### src/rtl/imem_loader.sv
// Boot-time loader: turns a framed byte stream (LEN, payload, CSUM) into 16-bit
// IMEM writes and keeps the CPU in reset until a frame has loaded cleanly.
module imem_loader #(
    parameter int im_size = 8
) (
    input  logic                 clk,
    input  logic                 rst,
    input  logic                 load,
    input  logic [7:0]           rx_data,
    input  logic                 rx_valid,
    output logic                 rx_ready,
    output logic                 imem_we,
    output logic [im_size-1:0]   imem_addr,
    output logic [15:0]          imem_wdata,
    output logic                 cpu_rst,
    output logic                 done,
    output logic                 error,
    output logic [im_size:0]     words_loaded
);

    localparam int CW = im_size + 1;

    localparam logic [2:0] S_LEN  = 3'd0;
    localparam logic [2:0] S_HI   = 3'd1;
    localparam logic [2:0] S_LO   = 3'd2;
    localparam logic [2:0] S_CSUM = 3'd3;
    localparam logic [2:0] S_DONE = 3'd4;
    localparam logic [2:0] S_ERR  = 3'd5;

    // Running checksum step: one byte folded into the accumulated XOR.
    function automatic logic [7:0] csum_step(input logic [7:0] acc, input logic [7:0] b);
        csum_step = acc ^ b;
    endfunction

    logic [2:0]         state_r;
    logic [CW-1:0]      len_r;
    logic [CW-1:0]      count_r;
    logic [7:0]         csum_r;
    logic [7:0]         hi_r;
    logic               we_r;
    logic [im_size-1:0] addr_r;
    logic [15:0]        wdata_r;
    logic               cpu_rst_r;
    logic               done_r;
    logic               error_r;

    logic               rx_ready_s;
    logic               accept_s;
    logic [CW-1:0]      len_s;
    logic               last_word_s;

    // Byte acceptance: only while a frame is open and no restart is requested.
    always_comb begin
        rx_ready_s = 1'b0;
        case (state_r)
            S_LEN, S_HI, S_LO, S_CSUM: rx_ready_s = ~load;
            default:                   rx_ready_s = 1'b0;
        endcase
    end

    assign accept_s = rx_valid & rx_ready_s;

    // Word count decode: a zero LEN byte means a full IMEM image.
    always_comb begin
        len_s = {CW{1'b0}};
        if (rx_data == 8'h00) begin
            len_s = {1'b1, {im_size{1'b0}}};
        end else begin
            len_s = CW'(rx_data);
        end
    end

    assign last_word_s = ((count_r + CW'(1)) == len_r);

    // Frame FSM, word assembly, IMEM write port and status flags.
    always_ff @(posedge clk or posedge rst) begin
        if (rst) begin
            state_r   <= S_LEN;
            len_r     <= {CW{1'b0}};
            count_r   <= {CW{1'b0}};
            csum_r    <= 8'h00;
            hi_r      <= 8'h00;
            we_r      <= 1'b0;
            addr_r    <= {im_size{1'b0}};
            wdata_r   <= 16'h0000;
            cpu_rst_r <= 1'b1;
            done_r    <= 1'b0;
            error_r   <= 1'b0;
        end else if (load) begin
            // A write pulse already on the port this cycle completes; nothing new is issued.
            state_r   <= S_LEN;
            count_r   <= {CW{1'b0}};
            csum_r    <= 8'h00;
            we_r      <= 1'b0;
            cpu_rst_r <= 1'b1;
            done_r    <= 1'b0;
            error_r   <= 1'b0;
        end else begin
            we_r <= 1'b0;
            if (accept_s) begin
                case (state_r)
                    S_LEN: begin
                        len_r   <= len_s;
                        csum_r  <= rx_data;
                        count_r <= {CW{1'b0}};
                        state_r <= S_HI;
                    end
                    S_HI: begin
                        hi_r    <= rx_data;
                        csum_r  <= csum_step(csum_r, rx_data);
                        state_r <= S_LO;
                    end
                    S_LO: begin
                        csum_r  <= csum_step(csum_r, rx_data);
                        we_r    <= 1'b1;
                        addr_r  <= count_r[im_size-1:0];
                        wdata_r <= {hi_r, rx_data};
                        count_r <= count_r + CW'(1);
                        state_r <= last_word_s ? S_CSUM : S_HI;
                    end
                    S_CSUM: begin
                        if (rx_data == csum_r) begin
                            done_r    <= 1'b1;
                            cpu_rst_r <= 1'b0;
                            state_r   <= S_DONE;
                        end else begin
                            error_r   <= 1'b1;
                            cpu_rst_r <= 1'b1;
                            state_r   <= S_ERR;
                        end
                    end
                    default: state_r <= state_r;
                endcase
            end
        end
    end

    assign rx_ready     = rx_ready_s;
    assign imem_we      = we_r;
    assign imem_addr    = addr_r;
    assign imem_wdata   = wdata_r;
    assign cpu_rst      = cpu_rst_r;
    assign done         = done_r;
    assign error        = error_r;
    assign words_loaded = count_r;

endmodule

### config.mk
export PLATFORM = sky130hd
export DESIGN_NAME = imem_loader
export DESIGN_NICKNAME = d
export VERILOG_FILES = /design/src/rtl/imem_loader.sv
export SDC_FILE = /design/constraint.sdc
export NUM_CORES = 1
export LEC_CHECK = 0
export ABC_AREA = 1
export BUFFER_PORTS_ARGS = -buffer_cell sky130_fd_sc_hd__buf_2
export CAP_MARGIN = 20
export CORE_MARGIN = 2
export CORE_UTILIZATION = 56
export CTS_CLUSTER_SIZE = 20
export DETAILED_ROUTE_END_ITERATION = 8
export PLACE_DENSITY = 0.79
export SYNTH_ARGS = -nofsm -noshare
export SYNTH_HDL_FRONTEND = slang
export SYNTH_SLANG_ARGS = --single-unit
### constraint.sdc
create_clock -name clk -period 2.2 [get_ports clk]
set_input_delay 0.22 -clock clk [delete_from_list [all_inputs] [get_ports clk]]
set_output_delay 0.22 -clock clk [all_outputs]
set_load 0.03 [all_outputs]
==> out/summary.json, run 1 <==
{
  "outcome": "complete, no violations",
  "number_of_buffers_inserted_by_port_buffering": 49,
  "routed_wirelength_normalized_by_instance_count_um": 13.4,
  "netlist.area_leader.share_pct": 52.4,
  "worst_ep_required_time_ns": 2.42,
  "clock_insertion_delay_worst_skew_ns": 0.35,
  "synth.yosys.warnings": 0,
  "pwr-share-comb_pct": 17.4,
  "maximum_single_stage_delay_on_the_critical_path_ns": 0.57,
  "max_slew_headroom_pct": 48.7,
  "timing.final.ws_setup_ns": 0.390,
  "hold_path_class": "primary input to flop",
  "remaining_drc_errors": 0,
  "cts-root-buf": "clkbuf_8",
  "yosys-top-cells-count": "89 x nand2_1, 64 x dfrtp_1, 48 x inv_1",
  "use_met3_pct": 3.95,
  "syn-instance-count": 354,
  "cts.clk_slew.worst_paths_ns": 0.07,
  "grtUsageMet1_pct": 29.7,
  "drt_iter0_markers": 171,
  "r2r_start": "state_r[0]$_DFFE_PP0P_",
  "power.sequential.fraction_pct": 48.6,
  "globalRouteTotalUtil_pct": 22.8,
  "initial_core_util_pct": 58.8,
  "viasPerCell": 5.22,
  "fin_area_mm2": 0.00356,
  "crit_end_element": "flop",
  "slew_viol_final": 0,
  "power_density_mw_per_mm2": 819,
  "postRouteAntennaNets": 0,
  "max_cap_viol_count": 0,
  "grt.overflow.total": 0,
  "detailedRoute.firstPassIterationCount": 5,
  "antenna_cells_inserted": 0,
  "die_y_um": 77.9,
  "yosys_register_bits": 65,
  "die-width_um": 77.9,
  "time_the_final_worst_path_needs_with_i_o_delays_and_setup_ns": 1.81,
  "critPathArrivalTime_ns": 2.03,
  "power_switching_share_pct": 29.6,
  "cts_max_path_buffers": 2,
  "max_freq_mhz": 552,
  "path_common_cell": "inv_2",
  "final_core_util_pct": 68.5,
  "fin_skew_ns": 0.00463,
  "critical_path.max_fanout": 48,
  "drive_above_1_share_pct": 20.5,
  "distinct_cell_type_count_after_synthesis": 29,
  "cp_cell_sequence": "inv_2 -> nand2_1 -> nor2_1 -> inv_2 -> nor2_8 -> inv_2 -> nor2_1 -> o21bai_1",
  "dp.cells": 468,
  "cts_num_sinks": 65,
  "num_vias": 2532,
  "start_kind": "flop",
  "placementRows": 26,
  "rsz_0062_raised_after_global_routing": "false",
  "fin_nets": 423,
  "postCtsResizedCells": 0,
  "final_total_negative_setup_slack_ns": 0,
  "irDropWorstVdd_mv": 0.535,
  "post_dp_cell_area_mm2": 0.00337,
  "crit_slowest_cell": "inv_2",
  "io_pins": 50,
  "dp_hpwl_mm": 4.60,
  "number_of_synthesized_flops_with_an_enable_pin": 0,
  "filler_cells_inserted": 440,
  "initial_antenna_violation_count": 0,
  "synth-main-ff-cell": "dfrtp_1",
  "detailedPlace.worstSlack_ns": 0.396,
  "grt_first_pass_wirelength_mm": 10.7,
  "cts-buffers-inserted": 9,
  "finalHoldWorstSlack_ns": 0.132,
  "mappedNetlistArea_mm2": 0.00306,
  "drt-total-wl_mm": 6.52,
  "h-tree-depth": 3,
  "grt_start_max_net_pins": 66,
  "hold_viol": 0,
  "share_clk_of_total_power_pct": 34.0,
  "net-switching-power_uw": 864,
  "design.core.area_mm2": 0.00520,
  "async_reset_ff_share_pct": 100,
  "synth.most_common_cell": "nand2_1",
  "synth_area_leaders": "dfrtp_1 52%, nand2_1 11%, inv_1 5.9%",
  "criticalPathCategory": "flop to flop",
  "gpl.final_weighted_congestion": 0.894,
  "start_point_of_the_worst_min_delay_path": "load",
  "timing.critical_path.from": "state_r[0]$_DFFE_PP0P_",
  "grt_most_used_layer": "met2",
  "worst_pin_slew_ns": 0.768,
  "area_growth_syn_to_layout_pct": 16.5,
  "total_power_mw": 2.92,
  "internal_power_consumption_mw": 2.05,
  "final_cell_count_no_fill": 485,
  "setup_violations": 0,
  "post_synth_top_area_cell": "dfrtp_1",
  "die-area_mm2": 0.00607,
  "synth_seq_area_share_pct": 53.2,
  "synthesis.area_per_instance_um2": 8.64,
  "grt_pass1_vias": 2312,
  "syn_nets": 367,
  "cts_tree": "yes",
  "post-route-period-util_pct": 82.3,
  "global_route.usage.met2_pct": 37.0,
  "power.leakage_nw": 1.86
}
## routing by layer
layer | part of all wire (%) | wire length, um | vias up
met5 | 0 | 0 | -
met3 | 5.8 | 378 | 18
met4 | 2.1 | 134 | 0
met1 | 45 | 2920 | 1171
met2 | 47 | 3090 | 88
li1 | - | - | 1255
## state kept, by name (all words and copies together) (netlist names)
signal and flops:
cpu_rst 1, imem_addr 8, imem_we 1, len_r 9, hi_r 8, imem_wdata 16
done 1, state_r 3, words_loaded 9, error 1, csum_r 8
## power by group through the flow
stage | logic, mW | registers [mW] | clock network, mW
after floorplan | 0.252 | 1.54 | 0
after global placement | 0.498 | 1.43 | 0
after detailed placement | 0.510 | 1.44 | 0
after CTS | 0.514 | 1.42 | 0.998
after global routing | 0.568 | 1.43 | 1.05
final | 0.508 | 1.42 | 0.992
## layout by cell type, fill, tap and decap left out, drive strengths merged, types with 2 or more instances in the layout
cell type,n
buf,51
clkinv,2
nand2,92
nor4,2
nor2,32
a21oi,5
nand3,22
o32ai,7
nand4,3
o22ai,5
clkbuf,13
o21ai,45
inv,52
xor2,9
dfrtp,64
o21bai,2
## what timing repair did
action / 4_1_cts / 5_1_grt
endpoints found under the hold margin: 64 / 0
buffers inserted: 0 / 0
hold buffers: 1 / 0
## critical path, delay by kind of cell (launching register included)
| kind | cells | cell delay, ns |
|---|---|---|
| AOI/OAI and AO/OA | 1 | 0.19 |
| DFF | 1 | 0.44 |
| and+or+nand+nor | 4 | 0.29 |
| buffers and inverters | 3 | 0.75 |
## final timing paths
path	depth (start not counted)	endpoint	slack, ns
worst max-delay path	8	words_loaded[0]$_DFFE_PP0P_	0.39
worst min-delay path	2	error$_DFFE_PP0P_	0.13
worst max register to register	8	words_loaded[0]$_DFFE_PP0P_	0.39
worst min register to register	2	imem_wdata[15]$_DFFE_PP0P_	0.47
max in group asynchronous	4	cpu_rst$_DFFE_PP1P_	1.41
min in group asynchronous	4	words_loaded[1]$_DFFE_PP0P_	0.48
## cells by family after synthesis
family                     Yosys count  synth area share [%]
and+or+nand+nor                    152                  21.1
AOI/OAI and AO/OA                   66                  13.5
DFF                                 65                  53.2
buffers and inverters               59                  8.14
xor gates and xnor gates            11                  3.60
adders and majority gates            1                 0.409
## layout make-up
cell class	count	area, um2	share of cell area (%)
Clock buffer	13	149	4.18
Sequential cell	65	1630	45.7
Tap cell	70	87.6	2.46
Timing Repair Buffer	52	283	7.93
Inverter	52	195	5.48
Clock inverter	3	40.0	1.12
Multi-Input combinational cell	230	1180	33.2
(Power assumes the default switching activity.)
==> run 2: changes to the inputs <==
==> constraint.sdc (replaced) <==
create_clock -name clk -period 1.7 [get_ports clk]
set_input_delay 0.17 -clock clk [delete_from_list [all_inputs] [get_ports clk]]
set_output_delay 0.17 -clock clk [all_outputs]
set_load 0.03 [all_outputs]
==> out/summary.json, run 2 (same netlist as run 1, synthesis figures left out) <==
{
  "drt-total-wl": {"value": 6.85, "unit": "mm", "change": "+5.0%"},
  "h-tree-depth": {"value": 3, "change": "unchanged"},
  "postRouteAntennaNets": {"value": 0, "change": "unchanged"},
  "share_clk_of_total_power": {"value": 37.6, "unit": "%", "change": "+3.6 points"},
  "dp_hpwl": {"value": 4.85, "unit": "mm", "change": "+5.4%"},
  "design.core.area": {"value": 0.00520, "unit": "mm2", "change": "unchanged"},
  "drt_iter0_markers": {"value": 144, "change": "-16%"},
  "hold_viol": {"value": 0, "change": "unchanged"},
  "final_total_negative_setup_slack": {"value": 0, "unit": "ns", "change": "unchanged"},
  "detailedPlace.worstSlack": {"value": 0.0865, "unit": "ns", "change": "-0.309 ns"},
  "timing.critical_path.from": "state_r[2]$_DFFE_PP0P_",
  "cp_cell_sequence": "inv_1 -> nand2_1 -> nor2_1 -> inv_1 -> o21ai_2 -> o32ai_1",
  "cts.clk_slew.worst_paths": {"value": 0.07, "unit": "ns", "change": "about the same"},
  "max_freq": {"value": 643, "unit": "MHz", "change": "+16%"},
  "initial_antenna_violation_count": {"value": 0, "change": "unchanged"},
  "worst_ep_required_time": {"value": 1.91, "unit": "ns", "change": "-0.51 ns"},
  "routed_wirelength_normalized_by_instance_count": {"value": 13.9, "unit": "um", "change": "+3.5%"},
  "globalRouteTotalUtil": {"value": 25.1, "unit": "%", "change": "+2.3 points"},
  "cp_top_family": "compound AO/OA/AOI/OAI gates",
  "time_the_final_worst_path_needs_with_i_o_delays_and_setup": {"value": 1.55, "unit": "ns", "change": "-0.256 ns"},
  "critPathArrivalTime": {"value": 1.76, "unit": "ns", "change": "-0.27 ns"},
  "post-route-period-util": {"value": 91.5, "unit": "%", "change": "+9.2 points"},
  "max_slew_headroom": {"value": 66.1, "unit": "%", "change": "+17 points"},
  "max_cap_viol_count": {"value": 0, "change": "unchanged"},
  "die-width": {"value": 77.9, "unit": "um", "change": "unchanged"},
  "net-switching-power": {"value": 1.13, "unit": "mW", "change": "+31%"},
  "start_kind": "flop",
  "cts_num_sinks": {"value": 65, "change": "unchanged"},
  "gpl.final_weighted_congestion": {"value": 0.857, "change": "-4.1%"},
  "rsz_0062_raised_after_global_routing": "false",
  "viasPerCell": {"value": 5.26, "change": "+0.68%"},
  "r2r_start": "state_r[2]$_DFFE_PP0P_",
  "path_buf_inv": {"value": 2, "change": "-1"},
  "io_pins": {"value": 50, "change": "unchanged"},
  "power_switching_share": {"value": 28.1, "unit": "%", "change": "-1.5 points"},
  "remaining_drc_errors": {"value": 0, "change": "unchanged"},
  "power.leakage": {"value": 1.94, "unit": "nW", "change": "+4.2%"},
  "critical_path.max_fanout": {"value": 8, "change": "-83%"},
  "internal_power_consumption": {"value": 2.89, "unit": "mW", "change": "+41%"},
  "fin_nets": {"value": 431, "change": "+1.9%"},
  "maximum_single_stage_delay_on_the_critical_path": {"value": 0.41, "unit": "ns", "change": "-0.16 ns"},
  "irDropWorstVdd": {"value": 0.852, "unit": "mV", "change": "+59%"},
  "die_y": {"value": 77.9, "unit": "um", "change": "unchanged"},
  "setup_violations": {"value": 0, "change": "unchanged"},
  "hold_path_class": "primary input to flop",
  "r2r_setup_slack": {"value": 0.15, "unit": "ns", "change": "-0.24 ns"},
  "power_density": {"value": 1080, "unit": "mW/mm2", "change": "+32%"},
  "pwr-share-comb": {"value": 16.8, "unit": "%", "change": "-0.6 points"},
  "number_of_buffers_inserted_by_port_buffering": {"value": 49, "change": "unchanged"},
  "grt_pass1_vias": {"value": 2544, "change": "+10%"},
  "timing.final.ws_setup": {"value": 0.145, "unit": "ns", "change": "-0.244 ns"},
  "cts-buffers-inserted": {"value": 9, "change": "unchanged"},
  "crit_slowest_cell": "dfrtp_1",
  "detailedRoute.firstPassIterationCount": {"value": 4, "change": "-1"},
  "cts_max_path_buffers": {"value": 2, "change": "unchanged"},
  "area_growth_syn_to_layout_pct": 22.0,
  "most_used_cells_in_the_layout_excluding_fill_and_tap_cells": "88 x nand2_1, 62 x dfrtp_1, 49 x buf_2, 46 x inv_1, 30 x o21ai_0",
  "start_point_of_the_worst_min_delay_path": "load",
  "placementRows": {"value": 26, "change": "unchanged"},
  "cts_tree": "yes",
  "clock_insertion_delay_worst_skew": {"value": 0.35, "unit": "ns", "change": "about the same"},
  "slew_viol_final": {"value": 0, "change": "unchanged"},
  "grt_first_pass_wirelength": {"value": 11.8, "unit": "mm", "change": "+10%"},
  "grt_start_max_net_pins": {"value": 33, "change": "-50%"},
  "power.sequential.fraction": {"value": 45.6, "unit": "%", "change": "-3.0 points"},
  "worst_pin_slew": {"value": 0.507, "unit": "ns", "change": "-0.261 ns"},
  "grt.overflow.total": {"value": 0, "change": "unchanged"},
  "outcome": "complete, no violations",
  "initial_core_util": {"value": 58.8, "unit": "%", "change": "unchanged"},
  "fin_skew": {"value": 0.00965, "unit": "ns", "change": "+0.00502 ns"},
  "antenna_cells_inserted": {"value": 0, "change": "unchanged"},
  "die-area": {"value": 0.00607, "unit": "mm2", "change": "unchanged"},
  "num_vias": {"value": 2586, "change": "+2.1%"},
  "cts-root-buf": "clkbuf_8",
  "layout_commonest_cell": "nand2_1",
  "drive_above_1_share": {"value": 23.9, "unit": "%", "change": "+3.5 points"},
  "crit_end_element": "flop",
  "largest_reg_flops": {"value": 16, "change": "unchanged"},
  "path_common_cell": "inv_1",
  "criticalPathCategory": "flop to flop"
}
run 2: changes by cell type in the layout (fill, tap and decap cells not counted), sizes merged:
| cell | previous run | this run |
|---|---|---|
| bufinv | 1 | 2 |
| inv | 52 | 51 |
| clkinv | 2 | 0 |
| buf | 51 | 59 |
| clkinvlp | 0 | 1 |
run 2: area by class of cell:
type	count	area [um2]
Fill cell	426	1470
Inverter	52	199
Multi-Input combinational cell	230	1220
Sequential cell	65	1630
Clock buffer	13	169
Tap cell	70	87.6
Timing Repair Buffer	60	368
Clock inverter	2	60.1
run 2: path summary, 6_finish.rpt:
| path | depth (start not counted) | end |
|---|---|---|
| setup / recovery | 6 | csum_r[4]$_DFFE_PP0P_ |
| hold / removal | 2 | state_r[2]$_DFFE_PP0P_ |
| setup reg to reg | 6 | csum_r[4]$_DFFE_PP0P_ |
| hold reg to reg | 2 | imem_wdata[15]$_DFFE_PP0P_ |
| max in group asynchronous | 4 | cpu_rst$_DFFE_PP1P_ |
| min in group asynchronous | 3 | imem_addr[2]$_DFFE_PP0P_ |
run 2: metal layers:
metal	wire, um	vias to the layer above	part of all wire (%)	global-route usage [%]
met5	0	-	0	0
met4	207	0	3.0	11.4
met3	296	18	4.3	5.58
met2	3390	74	49	41.0
met1	2950	1226	43	32.0
li1	-	1268	-	-
run 2: timing repair:
item | in CTS | in global routing
setup endpoints to repair | 0 | 2
hold endpoints to repair | 19 | 0
buffers inserted | 0 | 2
hold buffers | 1 | 0
gates resized for setup | 0 | 11
run 2: per-stage QoR:
stage | total power, mW | hold slack, ns | instances | utilization, % | cell area [um2]
final | 4.02 | 0.0695 | 492 | 71.7 | 3730
after floorplan | 2.31 | 0.233 | 354 | - | 3060
after CTS | 4.04 | 0.0663 | 490 | 70.7 | 3680
after global placement | 2.50 | 0.227 | 474 | 66.1 | 3440
after global routing | 4.22 | 0.0950 | 492 | 71.7 | 3730
after detailed placement | 2.53 | 0.235 | 474 | 66.1 | 3440
run 2: power groups by stage:
| stage | combinational [mW] | clock [mW] | sequential [mW] |
|---|---|---|---|
| finish | 0.675 | 1.51 | 1.83 |
| global route | 0.752 | 1.61 | 1.86 |
| CTS | 0.680 | 1.53 | 1.84 |
| detailed placement | 0.671 | 0 | 1.86 |
| global placement | 0.649 | 0 | 1.85 |
| floorplan | 0.327 | 0 | 1.99 |
